==> config.mk <==
export PLATFORM = sky130hd
export DESIGN_NAME = bus_master_port
export DESIGN_NICKNAME = d
export VERILOG_FILES = /design/src/rtl/bus_master_port_pkg.sv /design/src/rtl/bus_shift_reg.sv /design/src/rtl/bus_master_port.sv
export SDC_FILE = /design/constraint.sdc
export NUM_CORES = 1
export LEC_CHECK = 0
export CAP_MARGIN = 20
export CELL_PAD_IN_SITES_DETAIL_PLACEMENT = 1
export CELL_PAD_IN_SITES_GLOBAL_PLACEMENT = 2
export CORE_ASPECT_RATIO = 1.2
export CORE_UTILIZATION = 30
export CTS_BUF_LIST = sky130_fd_sc_hd__clkbuf_8
export DETAILED_ROUTE_END_ITERATION = 8
export PLACE_DENSITY_LB_ADDON = 0.1
export SYNTH_ARGS = -nofsm -noshare
export SYNTH_HDL_FRONTEND = slang
export SYNTH_SLANG_ARGS = --single-unit
==> constraint.sdc <==
create_clock -name clk -period 2.4 [get_ports clk]
set_clock_uncertainty 0.15 [all_clocks]
set_input_delay 0.6 -clock clk [delete_from_list [all_inputs] [get_ports clk]]
set_output_delay 0.6 -clock clk [all_outputs]
set_load 0.01 [all_outputs]
==> src/rtl/bus_master_port_pkg.sv <==
// Shared bus definitions: FSM state encoding, read/write codes and the
// default widths used by the master port, the arbiter and the slave ports.
package bus_master_port_pkg;

   localparam int unsigned SLAVE_SEL_W_DEF = 3;
   localparam int unsigned ADDR_W_DEF      = 12;
   localparam int unsigned DATA_W_DEF      = 8;
   localparam int unsigned TIMEOUT_DEF     = 15;

   localparam logic RW_WRITE = 1'b1;
   localparam logic RW_READ  = 1'b0;

   typedef enum logic [2:0] {
      ST_IDLE  = 3'd0,
      ST_REQ   = 3'd1,
      ST_SEL   = 3'd2,
      ST_ADDR  = 3'd3,
      ST_WDATA = 3'd4,
      ST_WAIT  = 3'd5,
      ST_RDATA = 3'd6,
      ST_DONE  = 3'd7
   } state_e;

   // Largest of three widths; sizes the shared bit counter.
   function automatic int unsigned max3(input int unsigned a, input int unsigned b,
                                        input int unsigned c);
      int unsigned m;
      m = (a > b) ? a : b;
      return (m > c) ? m : c;
   endfunction

endpackage

==> src/rtl/bus_shift_reg.sv <==
// LSB-first shift register: parallel load / serial out (q_o[0]) and
// serial in (sin_i enters at the MSB) / parallel out.
// Ports:
//   clk, reset     clock, synchronous active-high reset
//   load_i         load load_data_i (wins over shift_i)
//   shift_i        shift one position towards bit 0, sin_i into MSB
//   q_o            current register contents
//   nxt_c_o        value the register takes at the next edge
module bus_shift_reg #(
   parameter int unsigned W = 8
) (
   input  logic         clk,
   input  logic         reset,
   input  logic         load_i,
   input  logic [W-1:0] load_data_i,
   input  logic         shift_i,
   input  logic         sin_i,
   output logic [W-1:0] q_o,
   output logic [W-1:0] nxt_c_o
);

   logic [W-1:0] q_q, q_d;

   always_comb begin
      q_d = q_q;
      if (load_i) begin
         q_d = load_data_i;
      end else if (shift_i) begin
         q_d = W'({sin_i, q_q} >> 1);
      end
   end

   always_ff @(posedge clk) begin
      if (reset) begin
         q_q <= '0;
      end else begin
         q_q <= q_d;
      end
   end

   assign q_o     = q_q;
   assign nxt_c_o = q_d;

endmodule

==> src/rtl/bus_master_port.sv <==
// Master-side serial bus port. Accepts one host transaction, requests the
// bus, then serialises slave select, address and write data (LSB first),
// collects the write ack or serial read data and releases the bus.
// Ports:
//   host side : h_start/h_rw/h_slave/h_addr/h_wdata in; h_ready/h_done/h_error/h_rdata out
//   arbiter   : m_request out, m_grant in, slave_select out
//   bus       : m_valid/m_rw/m_sout out; m_sin/s_ready in
// All outputs are registered; their next values are decoded from the next state.
module bus_master_port
   import bus_master_port_pkg::*;
#(
   parameter int unsigned SLAVE_SEL_W = SLAVE_SEL_W_DEF,
   parameter int unsigned ADDR_W      = ADDR_W_DEF,
   parameter int unsigned DATA_W      = DATA_W_DEF,
   parameter int unsigned TIMEOUT     = TIMEOUT_DEF
) (
   input  logic                   clk,
   input  logic                   reset,
   input  logic                   h_start,
   input  logic                   h_rw,
   input  logic [SLAVE_SEL_W-1:0] h_slave,
   input  logic [ADDR_W-1:0]      h_addr,
   input  logic [DATA_W-1:0]      h_wdata,
   output logic                   h_ready,
   output logic                   h_done,
   output logic                   h_error,
   output logic [DATA_W-1:0]      h_rdata,
   output logic                   m_request,
   input  logic                   m_grant,
   output logic                   slave_select,
   output logic                   m_valid,
   output logic                   m_rw,
   output logic                   m_sout,
   input  logic                   m_sin,
   input  logic                   s_ready
);

   localparam int unsigned BIT_MAX = max3(SLAVE_SEL_W, ADDR_W, DATA_W);
   localparam int unsigned CNT_W   = (BIT_MAX > 1) ? $clog2(BIT_MAX) : 1;
   localparam int unsigned TO_W    = (TIMEOUT > 1) ? $clog2(TIMEOUT) : 1;
   localparam int unsigned TX_W    = ADDR_W + DATA_W;

   state_e            state_q, state_d;
   logic [CNT_W-1:0]  cnt_q, cnt_d;
   logic [TO_W-1:0]   tcnt_q, tcnt_d;
   logic              rw_q, rw_d;

   logic              h_ready_q, h_ready_d;
   logic              h_done_q, h_done_d;
   logic              h_error_q, h_error_d;
   logic [DATA_W-1:0] h_rdata_q, h_rdata_d;
   logic              m_request_q, m_request_d;
   logic              slave_select_q, slave_select_d;
   logic              m_valid_q, m_valid_d;
   logic              m_rw_q, m_rw_d;
   logic              m_sout_q, m_sout_d;

   logic              accept_c, err_c, sel_shift_c, rx_shift_c;

   logic [SLAVE_SEL_W-1:0] sel_q, sel_nxt;
   logic [TX_W-1:0]        tx_q, tx_nxt;
   logic [DATA_W-1:0]      rx_q, rx_nxt;
   logic                   unused_ok;

   // Slave-select pattern, shifted out during SEL.
   bus_shift_reg #(.W(SLAVE_SEL_W)) u_sel_sr (
      .clk        (clk),
      .reset      (reset),
      .load_i     (accept_c),
      .load_data_i(h_slave),
      .shift_i    (sel_shift_c),
      .sin_i      (1'b0),
      .q_o        (sel_q),
      .nxt_c_o    (sel_nxt)
   );

   // Address followed by write data; a read simply never shifts the data half.
   bus_shift_reg #(.W(TX_W)) u_tx_sr (
      .clk        (clk),
      .reset      (reset),
      .load_i     (accept_c),
      .load_data_i({h_wdata, h_addr}),
      .shift_i    (m_valid_d),
      .sin_i      (1'b0),
      .q_o        (tx_q),
      .nxt_c_o    (tx_nxt)
   );

   // Read data capture; committed to h_rdata only on a clean finish.
   bus_shift_reg #(.W(DATA_W)) u_rx_sr (
      .clk        (clk),
      .reset      (reset),
      .load_i     (1'b0),
      .load_data_i('0),
      .shift_i    (rx_shift_c),
      .sin_i      (m_sin),
      .q_o        (rx_q),
      .nxt_c_o    (rx_nxt)
   );

   assign unused_ok = ^{sel_q, sel_nxt, tx_q, tx_nxt, rx_q};

   // Next state; grant loss takes priority over every other exit.
   always_comb begin
      state_d  = state_q;
      accept_c = 1'b0;
      err_c    = 1'b0;
      case (state_q)
         ST_IDLE: begin
            if (h_start && h_ready_q) begin
               accept_c = 1'b1;
               state_d  = ST_REQ;
            end
         end
         ST_REQ: begin
            if (m_grant) state_d = ST_SEL;
         end
         ST_SEL: begin
            if (!m_grant) begin
               state_d = ST_DONE;
               err_c   = 1'b1;
            end else if (cnt_q == CNT_W'(SLAVE_SEL_W - 1)) begin
               state_d = ST_ADDR;
            end
         end
         ST_ADDR: begin
            if (!m_grant) begin
               state_d = ST_DONE;
               err_c   = 1'b1;
            end else if (cnt_q == CNT_W'(ADDR_W - 1)) begin
               state_d = (rw_q == RW_WRITE) ? ST_WDATA : ST_WAIT;
            end
         end
         ST_WDATA: begin
            if (!m_grant) begin
               state_d = ST_DONE;
               err_c   = 1'b1;
            end else if (cnt_q == CNT_W'(DATA_W - 1)) begin
               state_d = ST_WAIT;
            end
         end
         ST_WAIT: begin
            // s_ready beats a timeout falling in the same cycle.
            if (!m_grant) begin
               state_d = ST_DONE;
               err_c   = 1'b1;
            end else if (s_ready) begin
               state_d = (rw_q == RW_WRITE) ? ST_DONE : ST_RDATA;
            end else if (tcnt_q == TO_W'(TIMEOUT - 1)) begin
               state_d = ST_DONE;
               err_c   = 1'b1;
            end
         end
         ST_RDATA: begin
            if (!m_grant) begin
               state_d = ST_DONE;
               err_c   = 1'b1;
            end else if (cnt_q == CNT_W'(DATA_W - 1)) begin
               state_d = ST_DONE;
            end
         end
         ST_DONE: state_d = ST_IDLE;
         default: state_d = ST_IDLE;
      endcase
   end

   // Counters and registered outputs, decoded from the next state.
   always_comb begin
      cnt_d          = '0;
      tcnt_d         = '0;
      rw_d           = accept_c ? h_rw : rw_q;
      sel_shift_c    = (state_d == ST_SEL);
      rx_shift_c     = (state_q == ST_RDATA);
      h_ready_d      = (state_d == ST_IDLE);
      h_done_d       = (state_d == ST_DONE);
      h_error_d      = (state_d == ST_DONE) && err_c;
      h_rdata_d      = h_rdata_q;
      m_request_d    = state_d inside {ST_REQ, ST_SEL, ST_ADDR, ST_WDATA, ST_WAIT, ST_RDATA};
      m_valid_d      = state_d inside {ST_ADDR, ST_WDATA};
      m_rw_d         = m_request_d ? rw_d : 1'b0;
      slave_select_d = sel_shift_c ? sel_q[0] : 1'b0;
      m_sout_d       = m_valid_d ? tx_q[0] : 1'b0;

      if (state_d == state_q && state_q inside {ST_SEL, ST_ADDR, ST_WDATA, ST_RDATA}) begin
         cnt_d = cnt_q + CNT_W'(1);
      end
      if (state_d == ST_WAIT && state_q == ST_WAIT) begin
         tcnt_d = tcnt_q + TO_W'(1);
      end
      if (state_q == ST_RDATA && state_d == ST_DONE && !err_c) begin
         h_rdata_d = rx_nxt;
      end
   end

   always_ff @(posedge clk) begin
      if (reset) begin
         state_q        <= ST_IDLE;
         cnt_q          <= '0;
         tcnt_q         <= '0;
         rw_q           <= 1'b0;
         h_ready_q      <= 1'b1;
         h_done_q       <= 1'b0;
         h_error_q      <= 1'b0;
         h_rdata_q      <= '0;
         m_request_q    <= 1'b0;
         slave_select_q <= 1'b0;
         m_valid_q      <= 1'b0;
         m_rw_q         <= 1'b0;
         m_sout_q       <= 1'b0;
      end else begin
         state_q        <= state_d;
         cnt_q          <= cnt_d;
         tcnt_q         <= tcnt_d;
         rw_q           <= rw_d;
         h_ready_q      <= h_ready_d;
         h_done_q       <= h_done_d;
         h_error_q      <= h_error_d;
         h_rdata_q      <= h_rdata_d;
         m_request_q    <= m_request_d;
         slave_select_q <= slave_select_d;
         m_valid_q      <= m_valid_d;
         m_rw_q         <= m_rw_d;
         m_sout_q       <= m_sout_d;
      end
   end

   assign h_ready      = h_ready_q;
   assign h_done       = h_done_q;
   assign h_error      = h_error_q;
   assign h_rdata      = h_rdata_q;
   assign m_request    = m_request_q;
   assign slave_select = slave_select_q;
   assign m_valid      = m_valid_q;
   assign m_rw         = m_rw_q;
   assign m_sout       = m_sout_q;

endmodule

==> results of run 1 <==
[metal layers]
metal  up-vias  wire length, um  track usage, %
met5         -                0               0
met4         0               29            4.88
met3         2              197            3.41
met2        41             3240            25.7
met1      1031             2900            18.7
li1       1098                -               -
[how the worst max path moves through the flow]
stage / endpoint / slack (ps) / cells past startpoint
detailed placement: u_tx_sr.q_o[18] / -570 / 9
global placement: u_tx_sr.q_o[4] / -500 / 9
floorplan: u_tx_sr.q_o[10] / -90 / 9
global route: u_tx_sr.q_o[8] / -40 / 10
CTS: u_tx_sr.q_o[6] / 20 / 10
finish: u_tx_sr.q_o[6] / 70 / 10
[area by class of cell]
class	count	share of cell area (%)
Clock buffer	10	3.78
Inverter	5	0.653
Sequential cell	58	32.1
Tap cell	114	3.92
Clock inverter	6	2.23
Timing Repair Buffer	72	20.0
Multi-Input combinational cell	193	37.3
[placed cells by master, fill, tap and decap left out, drive strengths merged, types with 3 or more instances in the layout]
cell type      count
buf               28
o211ai             3
a21oi             12
a31oi              3
inv                6
nor3               3
a221oi             3
nand2             22
dfxtp             58
nand3              8
a211oi            18
mux2i             32
clkdlybuf4s50     41
nor2              45
o21ai              3
ha                 4
nand3b             4
nand2b             3
clkbuf            10
[repair_timing]
item | in CTS | in global routing
pin swaps | 3 | 6
gates resized for setup | 9 | 9
setup buffers | 1 | 0
endpoints found under the setup margin | 38 | 23
cloned | 2 | 0
[registers in the layout, summed over array words and instances (netlist names)]
| register | count |
|---|---|
| u_sel_sr.q_o | 3 |
| u_tx_sr.q_o | 20 |
| u_rx_sr.q_o | 7 |
| m_request | 1 |
| slave_select | 1 |
| cnt_q | 4 |
| tcnt_q | 4 |
| state_q | 3 |
| rw_q | 1 |
| m_rw | 1 |
| h_done | 1 |
| h_rdata | 8 |
| m_sout | 1 |
| h_ready | 1 |
| h_error | 1 |
| m_valid | 1 |
[logic make-up after synthesis]
group / synth area share, %
AO/OA/AOI/OAI: 15.0
flip-flops: 44.7
AND/OR/NAND/NOR: 19.9
adder cells (fa/ha/maj): 1.93
buffers and inverters: 4.77
XOR/XNOR: 1.35
multiplexers: 12.3
[stage by stage]
step | setup TNS [ps] | power (mW) | area (um2)
3_3_place_gp | -18820 | 2.05 | 3330
4_1_cts | 0 | 3.16 | 3610
2_1_floorplan | -755 | 1.74 | 2610
3_5_place_dp | -19830 | 2.07 | 3330
6_report | 0 | 3.11 | 3640
5_1_grt | -223 | 3.29 | 3640
[power groups by stage]
stage / combinational (mW) / clock, mW / sequential (mW)
after global placement: 0.849 / 0 / 1.20
after floorplan: 0.564 / 0 / 1.18
after CTS: 0.939 / 1.04 / 1.19
after detailed placement: 0.864 / 0 / 1.21
after global routing: 1.01 / 1.08 / 1.20
final: 0.923 / 1.00 / 1.18
==> flow_summary_export.csv, run 1 <==
group,metric,value,unit
outcome,status,"finished clean",
sta,min_period,2330,ps
die,die_area,9030,um2
critical_path,crit_arrival,2370,ps
route,wl,6360,um
finish,final_core_util,44.2,%
clock_network,path_clk_slew,60,ps
route,post_drt_wl_per_cell,13.9,um
critical_path,crit_top_cell,"buf_12",
clock_network,cts-root-buf,"clkbuf_8",
sta,post-route-period-util,97.1,%
sta,slew_headroom,70.9,%
synthesis,syn_inst,273,
critical_path,crit_type,"in2reg",
critical_path,worst-r2r-setup-slack,90,ps
critical_path,cp_max_fo,7,
sta,hold-worst-slack,306,ps
power,internal-power,2.20,mW
synthesis,synth_edf_count,0,
finish,instances_no_fill,458,
finish,syn_to_final_growth,40.3,%
synthesis,yosys.area.top_type_share,44.7,%
power,seq_power_share,38.1,%
min_path,holdPathStages,1,
min_path,hold_end,"cnt_q[0]",
synthesis,netlist_top_cells_count,"dfxtp_1 (58), nor2_1 (44), mux2i_1 (32)",
synthesis,ys_top_cells_by_area,"dfxtp_1 (45%), mux2i_1 (12%), nor2_1 (6.4%)",
route,vias,2172,
placed_design,dp_hpwl,4450,um
global_route,grt_max_degree,41,
power,ir_drop,0.373,mV
global_route,grt_overflow,0,
synthesis,syn_avg_cell_area,9.51,um2
clock_network,h-tree-depth,3,
route,via_per_inst,4.74,
placed_design,place_congestion,0.820,
die,fp.dieH,104,um
power,powerDensity,854,nW/um2
synthesis,ys_ff_latch,58,
critical_path,slowest_stage,"mux2i_4",
clock_network,cts_buffers,9,
route,drcViolationCount,0,
sta,max_freq,429,MHz
critical_path,r2r_end,"u_tx_sr.q_o[6]",
clock_network,cts.sinks,58,
critical_path,critPathCaptureType,"flip-flop",
sta,worst_pin_slew,436,ps
critical_path,crit_path_start_kind,"primary input",
power,power.switching,913,uW
synthesis,synth_top_cell_by_area,"dfxtp_1",
placed_design,portBuffers,45,
clock_network,cts_tree,"done",
die,initial_core_util,31.5,%
critical_path,startpoint,"m_grant",
power,switching_share,29.4,%
route,first_iter_violations,67,
power,clkPwrFrac,32.2,%
synthesis,syn_nets,307,
die,core_area,8240,um2
finish,nFillCells,945,
min_path,hold_path_class,"reg2reg",
synthesis,syn_area,2590,um2
placed_design,place_ws,-573,ps
synthesis,yosysWarnings,0,
synthesis,synth_most_common_cell,"dfxtp_1",
critical_path,max_stage_delay,320,ps
finish,multi_input_area,1360,um2
die,fp-row-count,36,
sta,finalHoldViolations,0,
critical_path,rr_worst_depth,9,
sta,setup_violations,0,
critical_path,crit_required,2440,ps
flow_run,drv_cap,0,
global_route,antenna_found_initial,0,
finish,num_antenna_cells,0,
finish,nNetsFinal,373,
die,die_x,86.9,um
global_route,grt_pass1_vias,2223,
route,dr.pass1.iters,4,
power,power.leakage,1.45,nW
synthesis,synth_seq_area_share,44.7,%
finish,seq_area,1170,um2
power,p_comb_share,29.7,%
global_route,grt_usage,15.1,%
clock_network,holdBufCountCts,0,
min_path,hold_start,"cnt_q[0]",
critical_path,r2r_start,"cnt_q[1]",
critical_path,critical_path.top_delay_family,"buffers and inverters",
route,ant_nets,0,
synthesis,yosysUniqueCellTypes,52,
critical_path,crit_path_cell_trace,"clkdlybuf4s15_1, buf_6, inv_6, a32o_2, a221oi_4, mux2i_4, buf_12, buf_12, mux2i_1, a211oi_1",
synthesis,async_flop_share,0,%
sta,setup_slack,69.4,ps
finish,drive_gt1_share,20.6,%
clock_network,clock_latency,320,ps
global_route,grt_pass1_wl,10600,um
placed_design,dp.cells,439,
synthesis,synth_ff_type,"dfxtp_1",
die,ioPinCount,46,
clock_network,clock_path_buffers,2,
sta,rsz0062_at_grt,"true",
critical_path,crit_buf_inv,5,
sta,report.final.slew_viol_count,0,
No activity file was read; power rests on OpenSTA's default activity.
==> run 2: changes to the inputs <==
clock period = 2.1 ns   (was 2.4 ns; I/O delays follow)
==> run 2 against run 1 <==
  * The run now ends with negative setup slack left
  * Final area up 13%
  * Largest power group is now combinational logic
  * Critical path type is now reg2reg
  * Non-clock buffer count up 36
  * Combinational power is 50% higher
  * Clock-buffer cell count did not move
  * Utilization increased by 5.8 points
==> flow_summary_export.csv, run 2 (synthesis results as in run 1) <==
group,metric,value,unit
min_path,hold_path_class,"reg2reg",
sta,slew_headroom,71.1,%
clock_network,cts_buffers,9,
placed_design,portBuffers,45,
global_route,grt_pass1_wl,11700,um
power,powerDensity,949,nW/um2
finish,fin_area,4120,um2
critical_path,crit_path_cell_trace,"inv_2, ha_4, nand4bb_1, o211ai_1, a221oi_4, mux2i_4, buf_6, buf_16, mux2i_1, a211oi_1",
die,die_x,86.9,um
sta,max_freq,430,MHz
die,core_area,8240,um2
sta,report.final.slew_viol_count,0,
clock_network,cts_tree,"done",
critical_path,crit_required,2170,ps
sta,worst_pin_slew,432,ps
global_route,grt_usage,16.8,%
route,ant_nets,0,
finish,largest_reg_flops,20,
die,die_area,9030,um2
finish,layout_commonest_cell,"dfxtp_1",
critical_path,crit_type,"reg2reg",
critical_path,crit_path_start_kind,"flip-flop",
finish,num_antenna_cells,0,
die,fp-row-count,36,
critical_path,max_stage_delay,370,ps
critical_path,worst-r2r-setup-slack,-230,ps
critical_path,crit_arrival,2400,ps
critical_path,slowest_stage,"dfxtp_4",
route,vias,2357,
finish,nFillCells,917,
global_route,grt_overflow,0,
placed_design,place_ws,-757,ps
sta,fin_setup_tns,-4930,ps
clock_network,path_clk_slew,80,ps
flow_run,drv_cap,0,
global_route,grt_max_degree,42,
route,drcViolationCount,0,
outcome,violations,"negative setup slack",
critical_path,critPathCaptureType,"flip-flop",
placed_design,dp_hpwl,4450,um
sta,finalHoldViolations,0,
finish,nNetsFinal,409,
sta,setup_violations,36,
sta,rsz0062_at_grt,"true",
placed_design,place_congestion,0.728,
die,ioPinCount,46,
clock_network,clock_path_buffers,2,
placed_design,placed_area,3440,um2
finish,mostFrequentLayoutCells,"dfxtp_1 (53), buf_4 (44), clkdlybuf4s50_1 (41)",
route,dr.pass1.iters,4,
sta,hold-worst-slack,318,ps
route,first_iter_violations,42,
die,initial_core_util,31.5,%
finish,instances_no_fill,494,
finish,final_core_util,50.0,%
power,power.leakage,1.66,nW
power,fin_total_pwr,3.91,mW
clock_network,cts-root-buf,"clkbuf_8",
sta,setup_slack,-226,ps
route,wl,7190,um
clock_network,cts.sinks,58,
route,via_per_inst,4.77,
sta,min_period,2330,ps
finish,drive_gt1_share,34.2,%
critical_path,cp_max_fo,5,
clock_network,holdBufCountCts,0,
placed_design,dp.cells,454,
global_route,grt_pass1_vias,2360,
die,fp.dieH,104,um
outcome,status,"complete, but fails checks",
clock_network,clock_latency,340,ps
global_route,antenna_found_initial,0,
clock_network,h-tree-depth,3,
power,ir_drop,0.473,mV
finish,syn_to_final_growth,58.7,%
sta,post-route-period-util,111,%
route,post_drt_wl_per_cell,14.5,um
[run 2: cell types whose count changed in the layout (fill, tap and decap cells not counted), sizes merged]
cell | previous run | this run
buf | 28 | 65
clkdlybuf4s15 | 1 | 0
clkinv | 2 | 1
clkinvlp | 1 | 2
[run 2: power by group]
group | switching [mW] | total (mW) | internal (mW)
clock network | 0.482 | 1.18 | 0.702
logic | 0.625 | 1.38 | 0.754
registers | 0.0958 | 1.35 | 1.25
total | 1.20 | 3.91 | 2.71
[run 2: what timing repair did]
action                                  in CTS  in global routing
setup buffers                               16                  8
pin swaps                                   16                 17
gates resized for setup                     43                 29
endpoints found under the setup margin      46                 45
gates cloned                                 3                  0
[run 2: area by class of cell]
type	instances	area [um2]	area share [%]
Multi-Input combinational cell	193	1500	36.5
Sequential cell	58	1180	28.6
Timing Repair Buffer	108	1040	25.4
Tap cell	114	143	3.46
Clock buffer	10	138	3.34
Clock inverter	6	88.8	2.16
Inverter	5	23.8	0.577
[run 2: worst max-delay path: cells and delay by family (launching register included)]
kind            cells  cell delay, ps
mux                 2             520
flops               1             370
compound gates      3             590
fa+ha+maj           1             140
buf+inv             3             350
simple gates        1              80
[run 2: per-layer routing]
metal / up-vias / track usage [%] / wire length [um]
li1: 1176 / - / -
met1: 1134 / 21.8 / 3160
met2: 35 / 26.9 / 3700
met3: 12 / 2.78 / 193
met4: 0 / 7.86 / 137
met5: - / 0 / 0
[run 2: path summary, 6_finish.rpt]
check                                     from             end  cells past startpoint
worst max-delay path                  cnt_q[0]  u_tx_sr.q_o[1]                     10
worst min-delay path            u_rx_sr.q_o[5]  u_rx_sr.q_o[4]                      2
worst max register to register        cnt_q[0]  u_tx_sr.q_o[1]                     10
worst min register to register  u_rx_sr.q_o[5]  u_rx_sr.q_o[4]                      2
